<file path="src/rtl/long_fifo_arb_pkg.sv">
// Shared definitions for the long-FIFO write arbiter and its read-side unpacker.
// Beat word layout on the FIFO: {last, src_id, payload}.
package long_fifo_arb_pkg;

  typedef enum logic [1:0] {
    ST_IDLE = 2'd0,
    ST_LOCK = 2'd1,
    ST_DROP = 2'd2
  } arb_state_e;

  function automatic int unsigned idw_of(input int unsigned num);
    return (num > 1) ? $clog2(num) : 1;
  endfunction

  function automatic int unsigned din_width(input int unsigned dsize, input int unsigned num);
    return dsize + idw_of(num) + 1;
  endfunction

  // Field positions inside the FIFO word, shared with the unpacker.
  function automatic int unsigned id_lsb(input int unsigned dsize);
    return dsize;
  endfunction

  function automatic int unsigned last_pos(input int unsigned dsize, input int unsigned num);
    return dsize + idw_of(num);
  endfunction

endpackage

</file>
<file path="src/rtl/rr_pick.sv">
// Combinational round-robin picker: first requester strictly after last_grant, with wrap.
module rr_pick
  import long_fifo_arb_pkg::*;
#(
  parameter int unsigned NUM = 4,
  localparam int unsigned IDW = idw_of(NUM)
) (
  input  logic [NUM-1:0] req_i,
  input  logic [IDW-1:0] last_grant_i,
  output logic [NUM-1:0] gnt_onehot_o,
  output logic [IDW-1:0] gnt_idx_o,
  output logic           any_req_o
);

  logic [IDW-1:0] cand;

  always_comb begin : pick
    gnt_onehot_o = '0;
    gnt_idx_o    = '0;
    any_req_o    = 1'b0;
    cand         = '0;
    for (int unsigned off = 1; off <= NUM; off++) begin
      cand = IDW'((32'(last_grant_i) + off) % NUM);
      if (!any_req_o && req_i[cand]) begin
        any_req_o           = 1'b1;
        gnt_idx_o           = cand;
        gnt_onehot_o[cand]  = 1'b1;
      end
    end
  end

endmodule

</file>
<file path="src/rtl/long_fifo_wr_arbiter.sv">
// Packet-level round-robin arbiter sharing one long-FIFO write port between NUM streams,
// truncating packets longer than MAX_LEN beats.
module long_fifo_wr_arbiter
  import long_fifo_arb_pkg::*;
#(
  parameter int unsigned NUM     = 4,
  parameter int unsigned DSIZE   = 10,
  parameter int unsigned MAX_LEN = 1024,
  localparam int unsigned IDW    = idw_of(NUM),
  localparam int unsigned DINW   = din_width(DSIZE, NUM)
) (
  input  logic                       clk,
  input  logic                       rst_n,
  input  logic [NUM-1:0][DSIZE-1:0]  s_data_i,
  input  logic [NUM-1:0]             s_valid_i,
  input  logic [NUM-1:0]             s_last_i,
  output logic [NUM-1:0]             s_ready_o,
  output logic [DINW-1:0]            fifo_din_o,
  output logic                       fifo_wr_en_o,
  input  logic                       fifo_full_i,
  output logic [IDW-1:0]             grant_id_o,
  output logic                       busy_o,
  output logic                       trunc_err_o,
  output logic [15:0]                pkt_cnt_o
);

  localparam int unsigned CNTW      = $clog2(MAX_LEN + 1);
  localparam int unsigned LAST_POS  = last_pos(DSIZE, NUM);
  localparam int unsigned ID_LSB    = id_lsb(DSIZE);
  localparam logic [IDW-1:0]  LAST_INIT  = IDW'(NUM - 1);
  localparam logic [CNTW-1:0] BEAT_LIMIT = CNTW'(MAX_LEN - 1);

  arb_state_e       state_q, state_d;
  logic [IDW-1:0]   grant_q, grant_d;
  logic [IDW-1:0]   last_grant_q, last_grant_d;
  logic [CNTW-1:0]  beat_cnt_q, beat_cnt_d;
  logic [15:0]      pkt_cnt_q, pkt_cnt_d;
  logic             busy_q;
  logic             trunc_q, trunc_d;

  logic [NUM-1:0]   pick_onehot;
  logic [IDW-1:0]   pick_idx;
  logic             pick_any;
  logic             accept;
  logic             force_last;

  rr_pick #(
    .NUM (NUM)
  ) u_rr_pick (
    .req_i        (s_valid_i),
    .last_grant_i (last_grant_q),
    .gnt_onehot_o (pick_onehot),
    .gnt_idx_o    (pick_idx),
    .any_req_o    (pick_any)
  );

  always_comb begin : pick_onehot_chk
    if (pick_any) begin
      assert (pick_onehot == (NUM'(1) << pick_idx));
    end
  end

  assign force_last = (beat_cnt_q == BEAT_LIMIT);

  // Zero-latency handshake so fifo_full is honoured in the same cycle.
  always_comb begin : out_mux
    s_ready_o    = '0;
    fifo_wr_en_o = 1'b0;
    fifo_din_o   = '0;
    accept       = 1'b0;
    case (state_q)
      ST_LOCK: begin
        s_ready_o[grant_q]         = ~fifo_full_i;
        accept                     = s_valid_i[grant_q] & ~fifo_full_i;
        fifo_wr_en_o               = accept;
        fifo_din_o[LAST_POS]       = s_last_i[grant_q] | force_last;
        fifo_din_o[ID_LSB +: IDW]  = grant_q;
        fifo_din_o[DSIZE-1:0]      = s_data_i[grant_q];
      end
      ST_DROP: begin
        s_ready_o[grant_q] = 1'b1;
        accept             = s_valid_i[grant_q];
      end
      default: ;
    endcase
  end

  always_comb begin : next_state
    state_d      = state_q;
    grant_d      = grant_q;
    last_grant_d = last_grant_q;
    beat_cnt_d   = beat_cnt_q;
    pkt_cnt_d    = pkt_cnt_q;
    trunc_d      = 1'b0;
    case (state_q)
      ST_IDLE: begin
        if (pick_any) begin
          grant_d    = pick_idx;
          beat_cnt_d = '0;
          state_d    = ST_LOCK;
        end
      end
      ST_LOCK: begin
        if (accept) begin
          beat_cnt_d = beat_cnt_q + CNTW'(1);
          if (s_last_i[grant_q]) begin
            pkt_cnt_d    = pkt_cnt_q + 16'd1;
            last_grant_d = grant_q;
            state_d      = ST_IDLE;
          end else if (force_last) begin
            // Oversize packet: close it in the FIFO, swallow the remainder.
            pkt_cnt_d = pkt_cnt_q + 16'd1;
            trunc_d   = 1'b1;
            state_d   = ST_DROP;
          end
        end
      end
      ST_DROP: begin
        if (accept && s_last_i[grant_q]) begin
          last_grant_d = grant_q;
          state_d      = ST_IDLE;
        end
      end
      default: state_d = ST_IDLE;
    endcase
  end

  always_ff @(posedge clk or negedge rst_n) begin : regs
    if (!rst_n) begin
      state_q      <= ST_IDLE;
      grant_q      <= '0;
      last_grant_q <= LAST_INIT;
      beat_cnt_q   <= '0;
      pkt_cnt_q    <= '0;
      busy_q       <= 1'b0;
      trunc_q      <= 1'b0;
    end else begin
      state_q      <= state_d;
      grant_q      <= grant_d;
      last_grant_q <= last_grant_d;
      beat_cnt_q   <= beat_cnt_d;
      pkt_cnt_q    <= pkt_cnt_d;
      busy_q       <= (state_d != ST_IDLE);
      trunc_q      <= trunc_d;
    end
  end

  assign grant_id_o  = grant_q;
  assign busy_o      = busy_q;
  assign trunc_err_o = trunc_q;
  assign pkt_cnt_o   = pkt_cnt_q;

endmodule

</file>
<file path="config.mk">
export PLATFORM = sky130hd
export DESIGN_NAME = long_fifo_wr_arbiter
export DESIGN_NICKNAME = d
export VERILOG_FILES = /design/src/rtl/long_fifo_arb_pkg.sv /design/src/rtl/rr_pick.sv /design/src/rtl/long_fifo_wr_arbiter.sv
export SDC_FILE = /design/constraint.sdc
export NUM_CORES = 1
export LEC_CHECK = 0
export CORE_ASPECT_RATIO = 1.2
export CORE_MARGIN = 5
export CORE_UTILIZATION = 31
export DETAILED_ROUTE_END_ITERATION = 12
export PLACE_DENSITY_LB_ADDON = 0.25
export SYNTH_ARGS = -nofsm -noshare
export SYNTH_HDL_FRONTEND = slang
export SYNTH_SLANG_ARGS = --single-unit
</file>
<file path="constraint.sdc">
create_clock -name clk -period 2.1 [get_ports clk]
set_clock_uncertainty 0.1 [all_clocks]
set_input_delay 0.42 -clock clk [delete_from_list [all_inputs] [get_ports clk]]
set_output_delay 0.42 -clock clk [all_outputs]
set_load 0.01 [all_outputs]
</file>
==> results by group <==
Routing
  – WL/cell: 16.47 um
  – Routed Antenna Nets: 0
  – Via density: 5.054
  – Starting DRT DRC Count: 71
  – TritonRoute pass-1 iters: 4
  – Routed wire length: 7346 um
  – DR vias: 2254
  – Residual DRC: 0

Worst setup path
  – Crit path launch type: register
  – Worst Path Arrival: approximately 1.8 ns
  – CP required: 1.58 ns
  – Critical Path Fanout Max: 3
  – R2R cell count: 8
  – Worst setup path category: reg -> out
  – Setup crit end kind: output port

Synth
  – Main synth FF type: dfrtp_1
  – Synthesized Nets: 260
  – Register area share after synthesis: 0.3874
  – Post-synth cell types: 48
  – Async set-reset flop share out of synthesis: 1.000
  – Yosys Warn Count: 0
  – Yosys reg bits: 35
  – Avg Cell Area, Syn: about 11 um^2
  – Syn Std Cell Area: 0.002267 mm^2
  – Post-synth EDFFs: 0
  – Cells after synthesis: 203

Floorplanning
  – CORE AREA: 0.007189 mm^2
  – Cell Rows: 34
  – Chip height: between 100 and 150 um
  – Initial core utilization: 0.3153
  – DIE AREA: 0.009131 mm^2
  – IO Count: between 80 and 90
  – Die outline width: 88.07 um

Power
  – Cell Pwr Density: 1007 mW/mm^2
  – LEAKAGE: about 1.8 nW
  – IR drop worst, VDD: 0.5694 mV
  – PnR Total Power: around 4.1 mW

Global routing
  – GRT Overall Usage: 0.1523
  – Largest net degree at the start of global routing: 36
  – Remaining global-route overflow: 0
  – First-pass GRT wire length: 11130 um
  – Initial antenna violation count: 0
  – Number of global-route vias before repair: around 2.3k

Clocking
  – Clk Latency, worst-skew pair: 0.29 ns
  – # hold bufs at CTS: 0
  – CTS tree: done
  – Clock Tree Root: clkbuf_8
  – CTS clk-pin slew, worst paths: 0.08 ns
  – TritonCTS Sinks: 35
  – H-tree Lvls: 2
  – Worst-case clock buffer depth: 2
  – Total CTS buffers: 5

Timing
  – Slew HR: 0.6871
  – Fin crit share: 1.098
  – Final-report hold violation count: 0
  – Final WS setup: -0.2064 ns
  – Slew Limit Fails: 0
  – RSZ-0062 raised after global routing: yes
  – Fin crit period: 2.306 ns
  – Final setup vio count: 28
  – Fmax: roughly 430 MHz
  – Slew @ Worst Pin: about 0.47 ns

Placement
  – Place WS: -0.5684 ns
  – I/O Buffers: 88
  – Post-DP HPWL: 5079 um
  – Gpl congestion: 0.7499

Run
  – Max-cap check violation count: 0

Min path
  – Hold Path Depth: 1
  – HP Class: reg -> reg

Run status
  – Failing checks: setup timing
  – Outcome: finished, violations left

Layout
  – # diodes: 0
  – Synthesis-to-layout area growth: 80.08%
  – Fin nets: roughly 400
  – Leading cell types in the layout, fill and taps excluded: clkdlybuf4s50_1, buf_4, dfrtp_1
  – Share of cells above drive strength 1: 0.4129
  – Final core occ: 0.5679
  – Most common cell after layout, fill and taps aside: clkdlybuf4s50_1
## stage by stage
stage	cells	cell area, um^2	hold WS (ns)	setup TNS [ns]
4_1_cts	434	3832	0.3629	-1.751
6_report	446	4083	0.3716	-2.393
3_3_place_gp	414	3527	0.3555	-17.68
3_5_place_dp	414	3527	0.3532	-18.42
2_1_floorplan	203	2268	0.02441	0
5_1_grt	446	4083	0.3851	-4.953
## repair_timing
action | 4_1_cts | 5_1_grt
pin swaps | 18 | 19
gates resized for setup | 109 | 35
setup buffers | 13 | 10
endpoints found under the hold margin | 0 | 0
endpoints found under the setup margin | 45 | 42
gates cloned | 1 | 2
## area by class of cell
type | count | area [um^2]
clock buffers | 6 | 82.58
clock inverters | 2 | 35.03
fillers | 615 | 3107
inverters | 6 | 22.52
multi-input cells | 154 | 1496
flip-flops and latches | 35 | 880.8
well taps | 90 | 112.6
repair buffers | 153 | 1453
## cell families after synthesis
kind of cell | share of synthesized area
and+or+nand+nor | 0.1827
DFF | 0.3874
AOI/OAI and AO/OA | 0.1275
xor gates and xnor gates | 0.08885
buffers and inverters | 0.04028
muxes | 0.1402
adders and majority gates | 0.03311
## Yosys cell counts, types with 2 or more instances
library cell,number,area share
xnor2_1,12,0.046
dfrtp_1,33,0.36
buf_6,4,0.020
nor3_1,2,0.0044
mux4_2,12,0.12
o21ai_1,3,0.0066
and2_1,15,0.041
o21ai_0,4,0.0088
dfstp_2,2,0.023
nand4_1,6,0.017
and4_1,3,0.012
xor2_1,11,0.042
a31oi_1,2,0.0055
ha_1,6,0.033
nand2_1,13,0.022
nor2b_1,2,0.0055
nor4_1,2,0.0055
nand3_1,3,0.0066
inv_1,6,0.0099
a21oi_1,4,0.0088
o211ai_1,3,0.0099
clkbuf_1,4,0.0066
nor2_1,14,0.023
and3_1,9,0.025
o2111ai_1,4,0.015
mux2_2,2,0.0099
## registers in the layout (all words and copies together) (netlist names)
register / count
last_grant_q: 2
state_q: 2
beat_cnt_q: 11
busy_o: 1
trunc_err_o: 1
grant_id_o: 2
pkt_cnt_o: 16
## report_power, final
group / switching, mW / internal, mW / total (mW) / leakage (nW)
Sequential: 0.120 / 0.790 / 0.909 / 0.467
Clock: 0.261 / 0.384 / 0.646 / 0.0612
Combinational: 1.02 / 1.53 / 2.56 / 1.30
Total: 1.41 / 2.71 / 4.11 / 1.83
## worst max-delay path, cell delays in order (launching register included)
cell	delay, ns
dfrtp_2	0.41
buf_6	0.11
mux4_2	0.54
a41oi_2	0.23
nor2b_1	0.07
buf_2	0.14
## worst paths after layout
kind | to | slack [ns] | startpoint
worst min-delay path | trunc_err_o | 0.37 | beat_cnt_q[10]
worst min register to register | trunc_err_o | 0.37 | beat_cnt_q[10]
min in group asynchronous | beat_cnt_q[5] | 0.45 | rst_n
max in group asynchronous | grant_id_o[1] | 1.09 | rst_n
worst max-delay path | fifo_din_o[12] | -0.21 | grant_id_o[0]
worst max register to register | busy_o | -0.08 | grant_id_o[0]
## layer usage
metal / vias to the layer above / routed length, um / part of all wire / track usage
met5: - / 0 / 0 / 0
met1: 1093 / 2922 / 0.40 / 0.1769
li1: 1057 / - / - / -
met3: 7 / 737 / 0.10 / 0.03971
met4: 0 / 51 / 0.0069 / 0.04320
met2: 97 / 3635 / 0.49 / 0.2699
(Power assumes the default switching activity.)
